### src/rtl/mem_access_stage.sv
// mem_access_stage: OTTER memory-access (M) stage with data-bus FSM and M-to-W register.
// Ports: E-to-M fields in (RegWriteM..MemSignM), StallM out, dmem_* request/response bus,
//        M-to-W register outputs (RegWriteW..PCPlus4W).
// Optional macro MISALIGN_TRAP_EN: misaligned half/word accesses skip the bus, suppress
//        the register write and pulse the extra output MisalignW for one W cycle.
//        Without it, low address bits are masked per access size.
module mem_access_stage #(
    parameter int ADDR_W = 32,
    parameter int XLEN   = 32
) (
    input  logic              CLK,
    input  logic              RST,
    input  logic              RegWriteM,
    input  logic [1:0]        ResultSrcM,
    input  logic              MemWriteM,
    input  logic [XLEN-1:0]   ALUResultM,
    input  logic [XLEN-1:0]   WriteDataM,
    input  logic [4:0]        RdM,
    input  logic [XLEN-1:0]   PCPlus4M,
    input  logic [1:0]        MemSizeM,
    input  logic              MemSignM,
    output logic              StallM,
    output logic              dmem_req,
    output logic              dmem_we,
    output logic [ADDR_W-1:0] dmem_addr,
    output logic [3:0]        dmem_be,
    output logic [31:0]       dmem_wdata,
    input  logic              dmem_gnt,
    input  logic              dmem_rvalid,
    input  logic [31:0]       dmem_rdata,
    output logic              RegWriteW,
    output logic [1:0]        ResultSrcW,
    output logic [XLEN-1:0]   ALUResultW,
    output logic [XLEN-1:0]   ReadDataW,
    output logic [4:0]        RdW,
`ifdef MISALIGN_TRAP_EN
    output logic              MisalignW,
`endif
    output logic [XLEN-1:0]   PCPlus4W
);

    typedef enum logic [0:0] {
        IDLE   = 1'b0,
        WAIT_R = 1'b1
    } state_e;

    typedef struct packed {
        logic            regwrite;
        logic [1:0]      resultsrc;
        logic [XLEN-1:0] alu;
        logic [XLEN-1:0] rdata;
        logic [4:0]      rd;
        logic [XLEN-1:0] pc4;
    } w_t;

    state_e state_q, state_d;
    w_t     w_q, w_d;

    logic        is_load;
    logic        is_store;
    logic        mis;
    logic        go;
    logic        gnt_ok;
    logic        rv_ok;
    logic        done;
    logic [1:0]  a_raw;
    logic [1:0]  a;
    logic [31:0] shifted;
    logic [31:0] ext;

    assign a_raw    = ALUResultM[1:0];
    assign is_load  = (ResultSrcM == 2'b01) && !MemWriteM;
    assign is_store = MemWriteM;

    // Offset actually used for lane selection; half/word ignore the low bits
    always_comb begin
        a = a_raw;
        case (MemSizeM)
            2'b00:   a = a_raw;
            2'b01:   a = {a_raw[1], 1'b0};
            default: a = 2'b00;
        endcase
    end

`ifdef MISALIGN_TRAP_EN
    assign mis = (is_load || is_store) &&
                 (((MemSizeM == 2'b01) && a_raw[0]) ||
                  (MemSizeM[1] && (a_raw != 2'b00)));
`else
    assign mis = 1'b0;
`endif

    // go: an access that really uses the bus
    assign go       = (is_load || is_store) && !mis;
    assign dmem_req = !RST && go && (state_q == IDLE);
    assign dmem_we  = dmem_req && is_store;
    assign gnt_ok   = dmem_req && dmem_gnt;
    assign rv_ok    = (state_q == WAIT_R) && dmem_rvalid;
    assign done     = !go || (is_store && gnt_ok) || rv_ok;
    assign StallM   = go && !done;

    assign dmem_addr = {ALUResultM[ADDR_W-1:2], 2'b00};

    always_comb begin
        dmem_be    = 4'b1111;
        dmem_wdata = WriteDataM[31:0];
        case (MemSizeM)
            2'b00: begin
                dmem_be    = 4'b0001 << a;
                dmem_wdata = {4{WriteDataM[7:0]}};
            end
            2'b01: begin
                dmem_be    = 4'b0011 << a;
                dmem_wdata = {2{WriteDataM[15:0]}};
            end
            default: begin
                dmem_be    = 4'b1111;
                dmem_wdata = WriteDataM[31:0];
            end
        endcase
    end

    // MemSignM = 1 selects zero extension
    assign shifted = dmem_rdata >> {a, 3'b000};

    always_comb begin
        ext = shifted;
        case (MemSizeM)
            2'b00:   ext = {{24{!MemSignM && shifted[7]}}, shifted[7:0]};
            2'b01:   ext = {{16{!MemSignM && shifted[15]}}, shifted[15:0]};
            default: ext = shifted;
        endcase
    end

    always_comb begin
        state_d = state_q;
        case (state_q)
            IDLE: begin
                if (is_load && gnt_ok) begin
                    state_d = WAIT_R;
                end
            end
            WAIT_R: begin
                if (dmem_rvalid) begin
                    state_d = IDLE;
                end
            end
            default: state_d = IDLE;
        endcase
    end

    // A stalled cycle forwards a bubble with every field zeroed
    always_comb begin
        w_d = '0;
        if (done) begin
            w_d.regwrite  = RegWriteM && !mis;
            w_d.resultsrc = ResultSrcM;
            w_d.alu       = ALUResultM;
            w_d.rdata     = rv_ok ? ext : '0;
            w_d.rd        = RdM;
            w_d.pc4       = PCPlus4M;
        end
    end

    always_ff @(posedge CLK) begin
        if (RST) begin
            state_q <= IDLE;
            w_q     <= '0;
        end else begin
            state_q <= state_d;
            w_q     <= w_d;
        end
    end

`ifdef MISALIGN_TRAP_EN
    logic mis_q, mis_d;

    assign mis_d = done && mis;

    always_ff @(posedge CLK) begin
        if (RST) begin
            mis_q <= 1'b0;
        end else begin
            mis_q <= mis_d;
        end
    end

    assign MisalignW = mis_q;
`endif

    assign RegWriteW  = w_q.regwrite;
    assign ResultSrcW = w_q.resultsrc;
    assign ALUResultW = w_q.alu;
    assign ReadDataW  = w_q.rdata;
    assign RdW        = w_q.rd;
    assign PCPlus4W   = w_q.pc4;

endmodule

### config.mk
export PLATFORM = sky130hd
export DESIGN_NAME = mem_access_stage
export DESIGN_NICKNAME = d
export VERILOG_FILES = /design/src/rtl/mem_access_stage.sv
export SDC_FILE = /design/constraint.sdc
export NUM_CORES = 1
export LEC_CHECK = 0
export ABC_AREA = 1
export BUFFER_PORTS_ARGS = -buffer_cell sky130_fd_sc_hd__buf_2
export CORE_MARGIN = 8
export CORE_UTILIZATION = 43
export CTS_CLUSTER_DIAMETER = 40
export DETAILED_ROUTE_END_ITERATION = 10
export HOLD_SLACK_MARGIN = 0.06
export PLACE_DENSITY = 0.8
export SLEW_MARGIN = 40
export SYNTH_ARGS = -nofsm -noshare
export SYNTH_HDL_FRONTEND = slang
export SYNTH_SLANG_ARGS = --single-unit
### constraint.sdc
create_clock -name CLK -period 1.5 [get_ports CLK]
set_input_delay 0 -clock CLK [delete_from_list [all_inputs] [get_ports CLK]]
set_output_delay 0 -clock CLK [all_outputs]
set_load 0.1 [all_outputs]
==> summary.md <==
| Metric | Value |
|---|---|
| Busiest grt layer | met2 |
| Final number of setup-violating endpoints | 62 |
| Netlist cell types | 24 |
| Final Wtd Congestion | between 0.9 and 1 |
| Share of the yosys chip area belonging to registers | around 42% |
| Leak | ~4.5 nW |
| CP max-delay cell | dfxtp_2 |
| Number of synthesized register bits | 105 |
| Initial Util | a little over two fifths |
| Syn Std Cell Area | about 5000 sq um |
| Post-Place Setup Slack | -0.0619 ns |
| Clock Latency Late Sink | between 0.3 and 0.4 ns |
| Buffers added on ports | ~320 |
| Htree depth | 3 |
| GR Overflow Total | 0 |
| Met2 Track Usage GR | between 40% and 50% |
| Async S/R FF share, synth | 0% |
| Final #Nets | 1,116 |
| XOR/XNOR share of the synthesized area | 0% |
| Met3 usage | between 7 and 8% |
| Top_reg_cell synth | dfxtp_1 |
| Post-Synthesis Cells | between 500 and 600 |
| Max incr delay on CP | approximately 0.34 ns |
| Cts bufs inserted | 9 |
| Met1 GRT Util | between 20% and 30% |
| Status | finished with violations |
| Post-layout instance area | between 8000 and 9000 sq um |
| Synth Area in Compound Gates | just over 8% |
| Mean post-synth cell area | about 8.4 sq um |
| Post-route ant nets | 0 |
| CTS Buffer Depth | 2 |
| Top-count cell post-synth | inv_1 |
| Synth area leader | dfxtp_1 |
| Pre-antenna DRT Iters | 6 |
| Power, Total | 0.00870 W |
| Count of flip-flops with a built-in enable after synthesis | 0 |
| Drt via density | approximately 4.7 |
| Number of global-route vias before repair | 5,362 |
| Largest net degree at the start of global routing | 44 |
| Hold Fails Final Rpt | 0 |
| Worst-path clk slew | 0.07 ns |
| Worst Hold Class | in -> reg |
| Inst Count DP | ~1,000 |
| Vias | 5,222 |
| Root Driver | clkbuf_16 |
| Largest family of logic cells by synthesized area | simple AND/OR/NAND/NOR gates |
| Synth Area in Simple Gates | between 20 and 30% |
| Drt drc | 0 |
| Die Ht | around 120 um |
| Slew Limit Fails | 0 |
| Initial antenna violation count | 2 |
| CP Max Fanout | 6 |
| Drt wl/cell | ~18 um |
| Die area | approximately 15,000 sq um |
| Share of cells above drive strength 1 | between 40% and 50% |
| Critical path type | reg -> reg |
| Synth top area cells | dfxtp_1 (42%), nor2_4 (16%), inv_1 (8.6%), nand2_1 (7.7%), buf_4 (6.6%) |
| CTS tree | yes |
| Initial DRC Count | roughly 290 |
| Post-Place Cell Area | about 6900 sq um |
| Yosys Warn Count | 0 |
| Final instance count without filler cells | approximately 1,100 |
| Layout Utilization | 73.7% |
| Violated checks | negative setup slack |
| Synth top area share | 42.1% |
| Max Cap Viol | 0 |
| Final WL | 19,600 um |
| Core Footprint | roughly 11,000 sq um |
| Site Rows | 39 |
| First-pass GRT wire length | between 20,000 and 30,000 um |
| Final setup margin | -0.0347 ns |
| Synth Area in Adders | 0% |
| Worst vdd ir | around 0.0008 V |
| Period utilization | 102% |
| Dpl hpwl | approximately 13,000 um |
| Min Tclk post-route | 1.53 ns |
| Worst Skew | approximately 0.0042 ns |
| PD cells | between 1000 and 1500 nW/um^2 |
| Worst-Margin Slew | between 0.5 and 0.6 ns |
| Worst rel slew slack | about 65% |
| CP Launch Type | flop |
| Syn-to-layout area delta | 67.9% |
| Most instantiated cells after synthesis | inv_1 (114), dfxtp_1 (105), nand2_1 (103) |
| I/O pin count | 319 |
| Fmax | between 600 and 700 MHz |
| Total GRT Usage | ~24% |
| Clk sinks | around 110 |
| # fillers | roughly 740 |
| Cell mode on critical path | nor2_4 |
| Worst EP arrival | between 1.5 and 2 ns |
| CP cell instances | nor2_4 -> inv_2 -> nor2_4 -> nand2_1 -> nand3b_1 -> bufinv_8 -> or2_4 -> buf_16 -> nor2_4 |
| CP required | about 1.8 ns |
| Width of the die | approximately 120 um |
| RSZ-0062 raised after global routing | true |
| Post-synthesis mux area share | 0% |
| Crit end category | flop |
## worst max-delay path: cells and delay by family, from the launching register on
kind          cells  cell delay [ns]
buf+inv           3             0.41
simple gates      6             0.72
flops             1             0.34
## per-layer routing
metal	up-vias	part of all wire [%]
met5	-	0
met4	0	2.9
met3	40	11
met2	349	51
met1	2336	35
li1	2497	-
## cells by family (layout without fill, tap and decap cells)
family	count (synthesis)	in the layout
flip-flops	105	105
other	1	4
buffers and inverters	184	563
AND/OR/NAND/NOR	234	235
AO/OA/AOI/OAI	70	70
## cell usage in the layout (no fill, tap or decap), types with 12 or more instances in the layout
cell / instances
clkbuf_16: 12
o211ai_1: 21
buf_12: 38
o21ai_0: 18
nor2_4: 75
buf_2: 287
nand2_1: 102
a21oi_1: 21
nand3_1: 28
dlygate4sd3_1: 89
inv_1: 112
nor2_1: 20
dfxtp_1: 104
## worst paths after layout
check	cells past startpoint	start	endpoint	slack, ns
max	9	state_q	ALUResultW[27]	-0.03
min	5	dmem_rdata[7]	ReadDataW[7]	0.08
max reg2reg	9	state_q	ALUResultW[27]	-0.03
min reg2reg	6	state_q	ReadDataW[16]	0.92
## sequential cells by signal (all words and copies together) (netlist names)
signal and count:
state_q 1, ALUResultW 32, RdW 5, ReadDataW 32, RegWriteW 1, PCPlus4W 32
ResultSrcW 2
## power breakdown
group / internal [W] / switching, W
Sequential: 0.00288 / 0.0000307
Clock: 0.00150 / 0.00104
Combinational: 0.000925 / 0.00233
Total: 0.00530 / 0.00340
## timing repair
| item | 4_1_cts | 5_1_grt |
|---|---|---|
| pin swaps | 5 | 2 |
| gates resized for setup | 14 | 16 |
| hold buffers | 89 | 0 |
| hold endpoints to repair | 92 | 0 |
| gates cloned | 2 | 3 |
| buffers inserted | 0 | 4 |
| setup endpoints to repair | 72 | 75 |
## through the flow
| step | hold slack (ns) | TNS (ns) |
|---|---|---|
| finish | 0.0825 | -0.844 |
| global route | 0.0961 | -6.57 |
| CTS | 0.0628 | -1.72 |
| detailed placement | 0.234 | -1.86 |
| global placement | 0.221 | -0.512 |
| floorplan | 0.0617 | -43.60 |
## final cells by class
cell class | count | area [sq um] | area share, %
Timing Repair Buffer | 432 | 3320 | 39.6
Tap cell | 143 | 179 | 2.13
Clock inverter | 4 | 76.3 | 0.911
Multi-Input combinational cell | 307 | 1990 | 23.7
Inverter | 117 | 469 | 5.60
Sequential cell | 105 | 2100 | 25.1
Clock buffer | 10 | 239 | 2.85
Antenna cell | 2 | 5.00 | 0.0597
Note: power is estimated with default switching activity, not from simulation.
